--- src/rtl/onn_phase_sequencer_if.sv ---
// Bundles the control, strobe and status signals between the ONN phase
// sequencer and the host/oscillator array it drives. The master modport is
// the sequencer side. The slave modport is the host plus phase-register side.
interface onn_phase_sequencer_if #(
    parameter int N_OSC = 15
);
    logic             start;
    logic             abort;
    logic [N_OSC-1:0] state_changed;
    logic             re;
    logic             drop;
    logic             state_cheak;
    logic             busy;
    logic             done;
    logic             converged;
    logic [7:0]       iter_count;

    modport master (
        input  start, abort, state_changed,
        output re, drop, state_cheak, busy, done, converged, iter_count
    );

    modport slave (
        output start, abort, state_changed,
        input  re, drop, state_cheak, busy, done, converged, iter_count
    );
endinterface

--- src/rtl/onn_phase_sequencer.sv ---
// Oscillatory-neural-network phase sequencer. It clears and loads the phase
// registers, then lets them oscillate for SETTLE_CYC cycles. It then pulses a
// state check and evaluates the returned change flags. This repeats until the
// network stops changing or MAX_ITER checks have been issued.
// Optional feature macro: ONN_STABLE2_EN. When it is defined, two consecutive
// all-quiet evaluations are needed before the run counts as converged.
module onn_phase_sequencer #(
    parameter int N_OSC      = 15,
    parameter int SETTLE_CYC = 16,
    parameter int MAX_ITER   = 32
) (
    input  logic                   clk,
    input  logic                   ren,
    onn_phase_sequencer_if.master  bus
);

    localparam logic [7:0] SETTLE_LD = 8'(SETTLE_CYC);
    localparam logic [7:0] MAX_LD    = 8'(MAX_ITER);

    typedef enum logic [2:0] {
        IDLE, CLEAR, LOAD, SETTLE, CHECK, EVAL, DONE
    } state_t;

    state_t           state;
    logic [7:0]       settle_cnt;
    logic [N_OSC-1:0] flags;
    logic             any_changed;
`ifdef ONN_STABLE2_EN
    logic             stable_seen;
`endif

    assign flags       = bus.state_changed;
    assign any_changed = |flags;

    // Sequencer FSM: every output is a register updated together with the state.
    // NOTE: all state and outputs use non-blocking assignments. Every register
    // then sees the pre-edge values, which keeps the update order from mattering.
    always_ff @(posedge clk or negedge ren) begin
        if (!ren) begin
            state           <= IDLE;
            settle_cnt      <= '0;
            bus.re          <= 1'b0;
            bus.drop        <= 1'b0;
            bus.state_cheak <= 1'b0;
            bus.busy        <= 1'b0;
            bus.done        <= 1'b0;
            bus.converged   <= 1'b0;
            bus.iter_count  <= '0;
`ifdef ONN_STABLE2_EN
            stable_seen     <= 1'b0;
`endif
        end else begin
            // Strobes default low, so each one lasts exactly one cycle.
            bus.re          <= 1'b0;
            bus.drop        <= 1'b0;
            bus.state_cheak <= 1'b0;
            bus.done        <= 1'b0;

            if (state != IDLE && bus.abort) begin
                // Cancel: drop back to IDLE without a done pulse.
                // The iteration count is kept for inspection.
                state         <= IDLE;
                settle_cnt    <= '0;
                bus.busy      <= 1'b0;
                bus.converged <= 1'b0;
`ifdef ONN_STABLE2_EN
                stable_seen   <= 1'b0;
`endif
            end else begin
                case (state)
                    IDLE: begin
                        if (bus.start && !bus.abort) begin
                            state          <= CLEAR;
                            bus.re         <= 1'b1;
                            bus.busy       <= 1'b1;
                            bus.iter_count <= '0;
                            bus.converged  <= 1'b0;
`ifdef ONN_STABLE2_EN
                            stable_seen    <= 1'b0;
`endif
                        end
                    end
                    CLEAR: begin
                        state    <= LOAD;
                        bus.drop <= 1'b1;
                    end
                    LOAD: begin
                        state      <= SETTLE;
                        settle_cnt <= SETTLE_LD;
                    end
                    SETTLE: begin
                        if (settle_cnt <= 8'd1) begin
                            state           <= CHECK;
                            settle_cnt      <= '0;
                            bus.state_cheak <= 1'b1;
                            bus.iter_count  <= bus.iter_count + 8'd1;
                        end else begin
                            settle_cnt <= settle_cnt - 8'd1;
                        end
                    end
                    CHECK: begin
                        // The phase registers answer the check during EVAL.
                        state <= EVAL;
                    end
                    EVAL: begin
`ifdef ONN_STABLE2_EN
                        if (!any_changed && stable_seen) begin
                            state         <= DONE;
                            bus.done      <= 1'b1;
                            bus.converged <= 1'b1;
                        end else if (bus.iter_count >= MAX_LD) begin
                            state         <= DONE;
                            bus.done      <= 1'b1;
                            bus.converged <= 1'b0;
                        end else begin
                            state       <= SETTLE;
                            settle_cnt  <= SETTLE_LD;
                            stable_seen <= !any_changed;
                        end
`else
                        if (!any_changed) begin
                            state         <= DONE;
                            bus.done      <= 1'b1;
                            bus.converged <= 1'b1;
                        end else if (bus.iter_count >= MAX_LD) begin
                            state         <= DONE;
                            bus.done      <= 1'b1;
                            bus.converged <= 1'b0;
                        end else begin
                            state      <= SETTLE;
                            settle_cnt <= SETTLE_LD;
                        end
`endif
                    end
                    DONE: begin
                        state    <= IDLE;
                        bus.busy <= 1'b0;
                    end
                    default: begin
                        state    <= IDLE;
                        bus.busy <= 1'b0;
                    end
                endcase
            end
        end
    end

endmodule

--- src/flat_wrapper.sv ---
// flat-port wrapper written by rule: the top's interface ports become plain ports
module onn_phase_sequencer_flat 
#(
    parameter int N_OSC      = 15,
    parameter int SETTLE_CYC = 16,
    parameter int MAX_ITER   = 32
)
  (clk, ren, bus_start, bus_abort, bus_state_changed, bus_re, bus_drop, bus_state_cheak, bus_busy, bus_done, bus_converged, bus_iter_count);
  onn_phase_sequencer_if #(.N_OSC(N_OSC)) bus_i ();
  input  logic clk;
  input  logic ren;
  input wire logic [$bits(bus_i.start)-1:0] bus_start;
  input wire logic [$bits(bus_i.abort)-1:0] bus_abort;
  input wire logic [$bits(bus_i.state_changed)-1:0] bus_state_changed;
  output wire logic [$bits(bus_i.re)-1:0] bus_re;
  output wire logic [$bits(bus_i.drop)-1:0] bus_drop;
  output wire logic [$bits(bus_i.state_cheak)-1:0] bus_state_cheak;
  output wire logic [$bits(bus_i.busy)-1:0] bus_busy;
  output wire logic [$bits(bus_i.done)-1:0] bus_done;
  output wire logic [$bits(bus_i.converged)-1:0] bus_converged;
  output wire logic [$bits(bus_i.iter_count)-1:0] bus_iter_count;
  assign bus_i.start = bus_start;
  assign bus_i.abort = bus_abort;
  assign bus_i.state_changed = bus_state_changed;
  assign bus_re = bus_i.re;
  assign bus_drop = bus_i.drop;
  assign bus_state_cheak = bus_i.state_cheak;
  assign bus_busy = bus_i.busy;
  assign bus_done = bus_i.done;
  assign bus_converged = bus_i.converged;
  assign bus_iter_count = bus_i.iter_count;
  onn_phase_sequencer #(.N_OSC(N_OSC), .SETTLE_CYC(SETTLE_CYC), .MAX_ITER(MAX_ITER)) u_core (.clk(clk), .ren(ren), .bus(bus_i));
endmodule
--- config.mk ---
export PLATFORM = sky130hd
export DESIGN_NAME = onn_phase_sequencer_flat
export DESIGN_NICKNAME = d
export VERILOG_FILES = /design/src/rtl/onn_phase_sequencer_if.sv /design/src/rtl/onn_phase_sequencer.sv /design/src/flat_wrapper.sv
export SDC_FILE = /design/constraint.sdc
export NUM_CORES = 1
export LEC_CHECK = 0
export CAP_MARGIN = 20
export CORE_AREA = 2 2 56 58
export DETAILED_ROUTE_END_ITERATION = 16
export DIE_AREA = 0 0 58 60
export GPL_TIMING_DRIVEN = 0
export PLACE_DENSITY = 0.86
export SYNTH_ARGS = -nofsm -noshare
export SYNTH_HDL_FRONTEND = slang
export SYNTH_SLANG_ARGS = --single-unit
--- constraint.sdc ---
create_clock -name clk -period 4.87 [get_ports clk]
set_clock_uncertainty 0.05 [all_clocks]
set_input_delay 0.974 -clock clk [delete_from_list [all_inputs] [get_ports clk]]
set_output_delay 0.974 -clock clk [all_outputs]
set_load 0.02 [all_outputs]
* Word-level counts from Yosys, hierarchy flattened *
Index checks and enable logic that the tools add are counted.

storage, ports and cells
  flip-flop bits (word level) = 25
  output and inout bits = 14
  logic and storage cells = 76

operators by class
  add/sub/neg operators = 2
  magnitude comparators = 2
  equality and inequality tests = 13
  muxes and demuxes = 34
  bitwise logic cells = 1
  reductions and logical operators = 15

operators by type and width
  kind                                                             count
  2-to-1 mux 8 bit                                                 6
  case mux 8 bit (3 select lines)                                  1
  2-to-1 mux 1 bit                                                 18
  case mux 3 bit (6 select lines)                                  1
  case mux 8 bit (2 select lines)                                  1
  2-to-1 mux 3 bit                                                 5
  OR reduction 15 bit                                              1
  inequality test 3 x 1 -> 1 bit (second input constant)           3
  adder 8 x 1 -> 8 bit (second input constant)                     1
  >= comparator 8 x 6 -> 1 bit (second input constant)             1
  less-or-equal comparator 8 x 1 -> 1 bit (second input constant)  1
  subtractor 8 x 1 -> 8 bit (second input constant)                1
  == test 3 x 2 -> 1 bit (second input constant)                   2
  == test 3 bit (second input constant)                            2
  inequality test 2 x 1 -> 1 bit (second input constant)           3
  AND reduction 3 bit                                              2
  nonzero test 3 bit                                               2
  OR reduction 5 bit                                               1
  inequality test 4 bit (second input constant)                    1
  case mux 1 bit (2 select lines)                                  2
  AND reduction 2 bit                                              2
  AND reduction 4 bit                                              1
  nonzero test 4 bit                                               1
  == test 3 x 1 -> 1 bit (second input constant)                   1
  6 further kinds                                                  7

* Logic depth before layout (Yosys ltp) *
Gate-level depths: netlist (run 1).

  depth in word-level cells = 5
  depth in mapped cells = 7
  gate-level depth less buffers = 7

* Least setup slack after synthesis (run 1) *
OpenSTA, ideal clock, no wires.

  path type = input port to flip-flop
  from = in bus_abort
  to = reg u_core.bus.iter_count[7]
  setup time = 0.077 ns
  arrival = 2.103 ns
  required time = 4.743 ns
  path slack = 2.639 ns
  stages on the path = 5
  path through = and4bb_1 buf_4 nand3_1 or4_1 a21oi_1

between the ends
  cells in the longest elaborated chain, start to end = 4
  elaborated cells on any way between the ends = 6
  classes of those cells = eq/ne (1); bitwise (1); reduce/logical (4)

RTL lines
  what                                      line                          RTL
  start, declared                           flat_wrapper.sv:13            input wire logic [$bits(bus_i.abort)-1:0] bus_abort;
  zero test 1 bit                           onn_phase_sequencer.sv:72     if (bus.start && !bus.abort) begin
  logical AND 1 bit                         onn_phase_sequencer.sv:72
  inequality test 2 x 1 -> 1 bit (no line)  -
  AND reduction 4 bit (no line) *           -
  end signal, assigned                      onn_phase_sequencer.sv:96     bus.iter_count <= bus.iter_count + 8'd1;
  end, declared                             onn_phase_sequencer_if.sv:20  output re, drop, state_cheak, busy, done, converged, iter_count

Mark *: on every way between the ends. The rest lies on a longest branch, timed or not.
A chain may end at the register's enable or synchronous reset.

* Worst setup path in the final report (run 1) *
  from = in bus_state_changed[2]
  to = reg u_core.settle_cnt[5]

between the ends
  cells in the longest elaborated chain, start to end = 3

RTL lines
  what                                      line                       RTL
  start, declared                           flat_wrapper.sv:14         input wire logic [$bits(bus_i.state_changed)-1:0] bus_state_changed;
  OR reduction 15 bit                       onn_phase_sequencer.sv:33  assign any_changed = |flags;
  inequality test 3 x 1 -> 1 bit (no line)  -
  AND reduction 3 bit (no line)             -
  end signal, assigned                      onn_phase_sequencer.sv:98  settle_cnt <= settle_cnt - 8'd1;
  end, declared                             onn_phase_sequencer.sv:25  logic [7:0] settle_cnt;

No other way between the ends.

==> run_results.csv, run 1 <==
group,metric,value,unit
power,p_int,0.4103,mW
logic_synthesis,synth_top_family_by_area,"simple AND/OR/NAND/NOR gates",
power,power.leakage,0.7621,nW
logic_synthesis,syn_area_per_cell,9.288,sq um
cts,numCtsBuffers,3,
timing,rsz0062_at_grt,"false",
grt,grt_pass1_wl,5906,um
logic_synthesis,yosys.area.top_type,"dfrtp_1",
worst_setup_path,start_kind,"primary input",
die,pin_count,33,
logic_synthesis,synth_cells,156,
cts,clk_pin_slew_worst_paths,0.13,ns
logic_synthesis,synth_edf_count,0,
die,fp-row-count,20,
timing,hold_violations,0,
power,power.switching,0.2751,mW
grt,grt_pass1_vias,1354,
logic_synthesis,ys_ff_latch,25,
worst_setup_path,required,5.07,ns
grt,antenna_found_initial,0,
final_layout,drive_gt1_frac,0.06218,
worst_setup_path,crit_fanout,8,
cts,clock_sinks,25,
detailed_routing,drc,0,
final_layout,fill_cells,255,
hold_path,hold_start,"u_core.settle_cnt[7]",
logic_synthesis,synth.mux.area_fraction,0.01382,
placed_design,placed_area,1810,sq um
cts,clk_path_buf_depth,2,
logic_synthesis,synth_compound_area_frac,0.2263,
power,pwr-share-comb,0.466,
logic_synthesis,synth_nets,179,
worst_setup_path,endpoint_kind,"register",
timing,finalSetupTns,0,ns
die,floorplan.initialDensity,0.4991,
cts,post_cts_buffers,0,
job,maxCapViolations,0,
timing,finalSetupViolCount,0,
detailed_routing,via_per_inst,6.221,
cts,postCtsResizedCells,0,
logic_synthesis,async_flop_share,1.000,
detailed_routing,num_vias,1406,
logic_synthesis,yosys_warnings,0,
final_layout,final_cell_mix,"32 x clkdlybuf4s50_1, 25 x dfrtp_1, 13 x inv_1, 12 x a21oi_1, 10 x nor2_1",
worst_setup_path,r2r_start,"u_core.settle_cnt[0]",
worst_setup_path,critPathLaunch,"bus_state_changed[2]",
final_layout,layout.nets,217,
timing,tightest_slew,0.5279,ns
logic_synthesis,yosys.area_share.adder,0.03454,
placed_design,gp_congestion,0.8649,
cts,clock_tree.root_cell,"clkbuf_4",
detailed_routing,wl,3372,um
die,die_area,3480,sq um
final_layout,fin_area,1868,sq um
detailed_routing,drt_iter0_markers,72,
worst_setup_path,path_class,"in2reg",
logic_synthesis,yosys.area_share.simple,0.2340,
run_status,status,"finished, final reports clean",
logic_synthesis,synthFlopType,"dfrtp_1",
worst_setup_path,crit_arrival,2.73,ns
power,ir_drop,0.2190,mV
power,pwr_density_cell,366.9,nW/um^2
timing,fin_crit_sh,0.5195,
die,die-height,60,um
logic_synthesis,synth_top_area_frac,0.4318,
detailed_routing,avgRoutedWirePerCell,14.92,um
timing,period_needed,2.530,ns
final_layout,antenna_cells,0,
hold_path,hp-class,"reg2reg",
cts,clock_latency,0.32,ns
power,clockPowerShare,0.137,
cts,tritoncts,"done",
grt,grt_use_total,0.2186,
cts,cts_hold_buf,0,
power,power_frac_seq,0.397,
logic_synthesis,seq_area_frac_synth,0.4318,
grt,grt_max_degree,26,
die,die_x,58,um
cts,htreeDepth,1,
logic_synthesis,synth-xor-area-share,0.006045,
placed_design,place_hpwl,2663,um
logic_synthesis,synth_cell_types,43,
logic_synthesis,synth.cell_area,1449,sq um
timing,timing.fmax,395.3,MHz
power,netSwitchingFraction,0.4014,
grt,grt-ovfl-total,0,
timing,relSlewSlack,0.6448,
placed_design,io_buffers,32,
logic_synthesis,synthTopCellsByArea,"dfrtp_1 43%, a21oi_1 4.1%, o31ai_1 3.6%",
timing,slew_viol_final,0,
detailed_routing,drtAntennaViolNets,0,
die,core_area,2903,sq um
detailed_routing,firstDrtPassIters,4,
final_layout,area_growth,28.93,%
final_layout,layout_commonest_cell,"clkdlybuf4s50_1",
[final cells by class]
cell class / count / area (sq um) / area share
Buffer: 6 / 28.78 / 0.01541
Clock buffer: 3 / 22.52 / 0.01206
Clock inverter: 1 / 7.507 / 0.004019
Inverter: 13 / 48.80 / 0.02612
Multi-Input combinational cell: 112 / 745.7 / 0.3992
Sequential cell: 25 / 625.6 / 0.3349
Tap cell: 33 / 41.29 / 0.02210
Timing Repair Buffer: 33 / 347.8 / 0.1862
[metal layers]
layer	routed length, um	global-route usage	vias to the layer above
met2	1805	0.4026	46
met3	206	0.02597	2
li1	-	-	667
met5	0	0	-
met4	11	0.05316	0
met1	1349	0.2722	691
[metrics by stage]
stage	cells	hold slack, ns	utilization	power, mW	setup WS [ns]
3_3_place_gp	221	0.4913	0.6237	0.5758	2.064
6_report	226	0.5301	0.6435	0.6854	2.340
5_1_grt	226	0.5763	0.6435	0.7433	2.249
3_5_place_dp	221	0.5071	0.6237	0.5913	2.013
2_1_floorplan	156	0.4620	-	0.4938	2.639
4_1_cts	225	0.5372	0.6341	0.6859	2.335
[power groups by stage]
stage / Combinational [mW] / Sequential (mW) / Clock, mW
after floorplan: 0.213 / 0.281 / 0
after global placement: 0.303 / 0.272 / 0
after detailed placement: 0.316 / 0.275 / 0
after CTS: 0.317 / 0.271 / 0.0973
after global routing: 0.359 / 0.277 / 0.107
final: 0.319 / 0.272 / 0.0940
[cell families (layout without fill, tap and decap cells)]
group                      count (synthesis)  after routing
DFF                                       25             25
buffers and inverters                     19             56
adders and majority gates                  4              4
xor gates and xnor gates                   1              1
AOI/OAI and AO/OA                         49             49
muxes                                      2              2
and+or+nand+nor                           56             56
[critical path: stages]
cell and delay, ns:
clkdlybuf4s50_1 0.40, nor4_1 0.28, nand4_1 0.36, a211oi_1 0.50, a22o_1 0.21
[worst paths after layout]
kind / end / slack [ns] / cells past startpoint
setup / recovery: u_core.settle_cnt[5] / 2.34 / 5
hold / removal: u_core.settle_cnt[7] / 0.53 / 1
setup reg to reg: u_core.state[2] / 2.77 / 7
max in group asynchronous: u_core.bus.iter_count[2] / 3.47 / 2
hold reg to reg: u_core.settle_cnt[7] / 0.53 / 1
min in group asynchronous: u_core.settle_cnt[3] / 0.89 / 1
[cell usage after synthesis, types with 3 or more instances]
cell type / instances
or4_1: 6
o31ai_1: 7
o21a_1: 3
clkbuf_1: 3
nor4_1: 7
a21oi_1: 12
nor2_1: 10
o21ai_1: 3
a211oi_1: 4
dfrtp_1: 25
o21ai_0: 4
nand3_1: 6
inv_1: 13
nand2_1: 6
nor3_1: 6
o211ai_1: 3
ha_1: 4
[flip-flops by register name, summed over array words and instances, names as in the netlist]
register                count
u_core.state                3
u_core.bus.re               1
u_core.bus.busy             1
u_core.bus.done             1
u_core.bus.converged        1
u_core.bus.state_cheak      1
u_core.bus.iter_count       8
u_core.settle_cnt           8
u_core.bus.drop             1
No activity file was read; power rests on OpenSTA's default activity.
==> inputs of run 2 (changes only) <==
--- a/config.mk
+++ b/config.mk
@@ -6,11 +6,11 @@
 export NUM_CORES = 1
 export LEC_CHECK = 0
 export CAP_MARGIN = 20
-export CORE_AREA = 2 2 56 58
+export CORE_AREA = 2 2 60 62
 export DETAILED_ROUTE_END_ITERATION = 16
-export DIE_AREA = 0 0 58 60
+export DIE_AREA = 0 0 62 64
 export GPL_TIMING_DRIVEN = 0
-export PLACE_DENSITY = 0.86
+export PLACE_DENSITY = 0.8
 export SYNTH_ARGS = -nofsm -noshare
 export SYNTH_HDL_FRONTEND = slang
 export SYNTH_SLANG_ARGS = --single-unit
==> constraint.sdc (replaced) <==
create_clock -name clk -period 2.1 [get_ports clk]
set_clock_uncertainty 0.05 [all_clocks]
set_input_delay 0.42 -clock clk [delete_from_list [all_inputs] [get_ports clk]]
set_output_delay 0.42 -clock clk [all_outputs]
set_load 0.02 [all_outputs]
==> run_results.csv, run 2 (synthesis results as in run 1) <==
group,metric,value,unit
final_layout,instances_no_fill,239,
detailed_routing,firstDrtPassIters,4,
cts,clock_latency,0.32,ns
final_layout,fin_util,0.5775,
run_status,status,"finished, final reports clean",
cts,post_cts_buffers,0,
cts,clk_path_buf_depth,2,
cts,clk_pin_slew_worst_paths,0.14,ns
detailed_routing,drt_iter0_markers,109,
placed_design,place_hpwl,2785,um
grt,grt_pass1_vias,1356,
worst_setup_path,start_kind,"register",
placed_design,io_buffers,32,
timing,tightest_slew,0.5904,ns
die,core_area,3284,sq um
final_layout,drive_gt1_frac,0.06736,
detailed_routing,avgRoutedWirePerCell,14.76,um
final_layout,antenna_cells,0,
die,die-height,64,um
placed_design,placed_cells,235,
power,ir_drop,0.3155,mV
grt,grt_use_total,0.1935,
cts,tritoncts,"done",
timing,period_needed,1.967,ns
grt,grt_max_degree,17,
final_layout,layout_commonest_cell,"clkdlybuf4s50_1",
grt,grt-ovfl-total,0,
timing,rsz0062_at_grt,"false",
worst_setup_path,crit_arrival,2.13,ns
worst_setup_path,endpoint_kind,"register",
cts,numCtsBuffers,3,
final_layout,final_cell_mix,"32 x clkdlybuf4s50_1, 25 x dfrtp_1, 13 x inv_1, 12 x a21oi_1, 10 x nor2_1",
cts,clock_tree.root_cell,"clkbuf_4",
final_layout,top_regs,"u_core.bus.iter_count (8), u_core.settle_cnt (8), u_core.state (3)",
final_layout,area_growth,30.92,%
die,floorplan.initialDensity,0.4411,
final_layout,layout.nets,217,
hold_path,hp-class,"in2async",
die,die_x,62,um
cts,htreeDepth,1,
timing,slew_viol_final,0,
grt,grt_pass1_wl,5906,um
detailed_routing,num_vias,1360,
detailed_routing,drc,0,
die,die_area,3968,sq um
timing,hold_slack,0.3852,ns
detailed_routing,drtAntennaViolNets,0,
die,pin_count,33,
worst_setup_path,r2r_slack,0.13,ns
worst_setup_path,crit_fanout,10,
detailed_routing,wl,3527,um
timing,hold_violations,0,
worst_setup_path,required,2.26,ns
grt,antenna_found_initial,0,
timing,relSlewSlack,0.6028,
cts,cts_hold_buf,0,
power,power.leakage,0.7697,nW
worst_setup_path,path_class,"reg2reg",
job,maxCapViolations,0,
die,fp-row-count,21,
placed_design,gp_congestion,0.8412,
timing,finalSetupViolCount,0,
timing,timing.fmax,508.4,MHz
detailed_routing,via_per_inst,5.690,
final_layout,fill_cells,293,
timing,fin_crit_sh,0.9366,
cts,clock_sinks,25,
power,pwr_density_cell,854.0,nW/um^2
run 2: per-layer routing:
layer / vias up / wire length, um / GRT usage
met1: 644 / 1397 / 0.2333
met3: 6 / 135 / 0.02024
li1: 666 / - / -
met4: 0 / 62 / 0.07447
met5: - / 0 / 0
met2: 44 / 1931 / 0.3385
run 2: through the flow:
| step | setup WS (ns) | power [mW] | area [sq um] | setup TNS (ns) |
|---|---|---|---|---|
| 4_1_cts | 0.04034 | 1.601 | 1883 | 0 |
| 2_1_floorplan | 0.2736 | 1.145 | 1449 | 0 |
| 6_report | 0.1332 | 1.620 | 1897 | 0 |
| 5_1_grt | 0.02939 | 1.737 | 1897 | 0 |
| 3_5_place_dp | -0.1936 | 1.377 | 1854 | -1.576 |
| 3_3_place_gp | -0.1782 | 1.337 | 1827 | -1.132 |
run 2: what timing repair did:
item	CTS	global route
hold endpoints to repair	0	0
pin swaps	0	0
setup endpoints to repair	1	2
resized for setup	1	3
run 2: critical path: stages, from the launching register on:
cell and delay, ns:
dfrtp_1 0.41, inv_1 0.09, ha_1 0.25, or2_2 0.36
nand3_2 0.13, buf_6 0.16, nand2_1 0.11, a211o_1 0.30
run 2: report_power, final:
part           internal, mW  switching [mW]
logic                 0.356           0.417
registers             0.548          0.0810
clock network        0.0743           0.143
total                 0.978           0.642
run 2: final timing paths:
| kind | startpoint | end | cells after the start |
|---|---|---|---|
| setup / recovery | u_core.settle_cnt[0] | u_core.state[2] | 7 |
| hold / removal | ren | u_core.settle_cnt[5] | 1 |
| setup reg to reg | u_core.settle_cnt[0] | u_core.state[2] | 7 |
| hold reg to reg | u_core.settle_cnt[7] | u_core.settle_cnt[7] | 1 |
| max in group asynchronous | ren | u_core.bus.iter_count[5] | 2 |
| min in group clk | u_core.settle_cnt[7] | u_core.settle_cnt[7] | 1 |
run 2: cell type report:
type	count	area, sq um	share of cell area
Tap cell	46	57.56	0.03034
Inverter	13	48.80	0.02573
Timing Repair Buffer	33	347.8	0.1834
Sequential cell	25	625.6	0.3298
Clock buffer	4	26.28	0.01385
Buffer	6	35.03	0.01847
Multi-Input combinational cell	112	755.7	0.3984
==> inputs of run 3 (changes only) <==
--- a/config.mk
+++ b/config.mk
@@ -6,11 +6,13 @@
 export NUM_CORES = 1
 export LEC_CHECK = 0
 export CAP_MARGIN = 20
-export CORE_AREA = 2 2 60 62
+export CORE_AREA = 2 2 54 56
 export DETAILED_ROUTE_END_ITERATION = 16
-export DIE_AREA = 0 0 62 64
+export DIE_AREA = 0 0 56 58
+export DONT_BUFFER_PORTS = 1
 export GPL_TIMING_DRIVEN = 0
-export PLACE_DENSITY = 0.8
+export PLACE_DENSITY = 0.79
+export RECOVER_POWER = 25
 export SYNTH_ARGS = -nofsm -noshare
 export SYNTH_HDL_FRONTEND = slang
 export SYNTH_SLANG_ARGS = --single-unit
==> run_results.csv, run 3 (synthesis results as in run 1) <==
group,metric,value,unit
run_status,status,"finished, final reports clean",
grt,grt_use_total,0.1954,
die,core_area,2663,sq um
final_layout,top_regs,"u_core.bus.iter_count (8), u_core.settle_cnt (8), u_core.state (3)",
hold_path,hp-class,"in2reg",
cts,clk_pin_slew_worst_paths,0.14,ns
cts,clock_sinks,25,
timing,hold_violations,0,
grt,grt_max_degree,26,
detailed_routing,drt_iter0_markers,69,
worst_setup_path,crit_fanout,10,
final_layout,antenna_cells,0,
die,die_area,3248,sq um
timing,setup_ws,0.1380,ns
timing,slew_viol_final,0,
detailed_routing,drtAntennaViolNets,0,
worst_setup_path,r2r_start,"u_core.settle_cnt[0]",
cts,clk_path_buf_depth,2,
worst_setup_path,crit_chain,"inv_1 -> ha_1 -> or2_2 -> nand3_1 -> buf_4 -> nand2_1 -> a211o_1",
worst_setup_path,rr_endpoint,"u_core.state[2]",
placed_design,io_buffers,0,
final_layout,layout.nets,188,
timing,hold_slack,0.2765,ns
timing,fin_crit_sh,0.9343,
cts,tritoncts,"done",
power,clockPowerShare,0.141,
power,power.switching,0.6109,mW
detailed_routing,num_vias,1276,
worst_setup_path,critPathTopFamily,"simple AND/OR/NAND/NOR gates",
placed_design,placed_area,1488,sq um
cts,htreeDepth,1,
timing,timing.fmax,509.7,MHz
timing,period_needed,1.962,ns
cts,numCtsBuffers,3,
worst_setup_path,path_class,"reg2reg",
worst_setup_path,required,2.27,ns
worst_setup_path,endpoint_kind,"register",
placed_design,gp_congestion,0.8561,
final_layout,fin_area,1546,sq um
cts,clock_tree.root_cell,"clkbuf_4",
final_layout,final_cell_mix,"25 x dfrtp_1, 13 x inv_1, 12 x a21oi_1, 10 x nor2_1",
power,power_frac_seq,0.437,
final_layout,drive_gt1_frac,0.07927,
power,p_int,0.8966,mW
hold_path,hold_end,"u_core.bus.iter_count[2]",
grt,use_met2,0.3328,
power,power.leakage,0.6515,nW
detailed_routing,drc,0,
placed_design,dpl_worst_slack,0.06005,ns
final_layout,layout_commonest_cell,"dfrtp_1",
power,ir_drop,0.6122,mV
worst_setup_path,start_kind,"register",
die,fp-row-count,19,
final_layout,area_growth,6.736,%
placed_design,place_hpwl,2237,um
detailed_routing,firstDrtPassIters,4,
grt,antenna_found_initial,0,
hold_path,whs_path_depth,2,
worst_setup_path,r2r_slack,0.14,ns
grt,grt_pass1_vias,1118,
power,netSwitchingFraction,0.4052,
die,die_x,56,um
detailed_routing,via_per_inst,6.544,
timing,relSlewSlack,0.3184,
power,pwr_density_cell,974.8,nW/um^2
detailed_routing,avgRoutedWirePerCell,15.59,um
die,die-height,58,um
worst_setup_path,cp_slowest_cell,"dfrtp_1",
detailed_routing,wl,3040,um
worst_setup_path,max_stage_delay,0.40,ns
final_layout,instances_no_fill,195,
die,pin_count,33,
grt,grt-ovfl-total,0,
grt,grt_pass1_wl,5085,um
placed_design,placed_cells,187,
worst_setup_path,crit_arrival,2.14,ns
timing,finalSetupViolCount,0,
job,maxCapViolations,0,
worst_setup_path,critPathBufInv,2,
worst_setup_path,ff2ff_path_depth,7,
grt,met1_usage,0.2564,
hold_path,hold_start,"bus_start",
cts,clock_latency,0.32,ns
grt,use_met3,0.03348,
timing,tightest_slew,1.022,ns
die,floorplan.initialDensity,0.5442,
power,pwr-share-comb,0.422,
grt,grt_most_used_layer,"met2",
==> run 3: power groups by stage <==
stage	Clock, mW	Sequential (mW)	Combinational, mW
2_1_floorplan	0	0.651	0.495
3_3_place_gp	0	0.667	0.583
3_5_place_dp	0	0.670	0.594
4_1_cts	0.216	0.660	0.609
5_1_grt	0.229	0.674	0.710
6_report	0.212	0.659	0.636
==> run 3: how the worst max path moves through the flow <==
stage	cells after the start	to	slack, ns	startpoint
after floorplan	7	u_core.state[2]	0.27	u_core.settle_cnt[0]
after global placement	7	u_core.state[2]	0.08	u_core.settle_cnt[0]
after detailed placement	7	u_core.state[2]	0.06	u_core.settle_cnt[0]
after CTS	7	u_core.state[2]	0.04	u_core.settle_cnt[0]
after global routing	7	u_core.state[2]	-0.01	u_core.settle_cnt[0]
final	7	u_core.state[2]	0.14	u_core.settle_cnt[0]
==> run 3: metrics by stage <==
step                utilization  TNS (ns)  total power [mW]
floorplan                     -         0             1.145
global placement         0.5587         0             1.249
detailed placement       0.5587         0             1.264
CTS                      0.5728         0             1.485
global route             0.5808  -0.01162             1.613
finish                   0.5808         0             1.508
==> run 3: layout make-up <==
type | count | area, sq um
fill | 223 | 1116
clock inverter | 1 | 5.005
sequential | 25 | 625.6
tap | 31 | 38.79
inverter | 13 | 48.80
clock buffer | 3 | 22.52
buffer | 6 | 31.28
multi-input combinational | 112 | 745.7
timing repair buffer | 4 | 28.78
==> run 3: per-layer routing <==
layer / up-vias / part of all wire
li1: 606 / -
met1: 607 / 0.44
met2: 58 / 0.48
met3: 5 / 0.065
met4: 0 / 0.012
met5: - / 0
==> run 3: timing repair <==
action / CTS / global route
setup buffers: 0 / 2
endpoints found under the hold margin: 25 / 0
hold buffers: 1 / 0
resized for setup: 0 / 2
setup endpoints to repair: 0 / 2
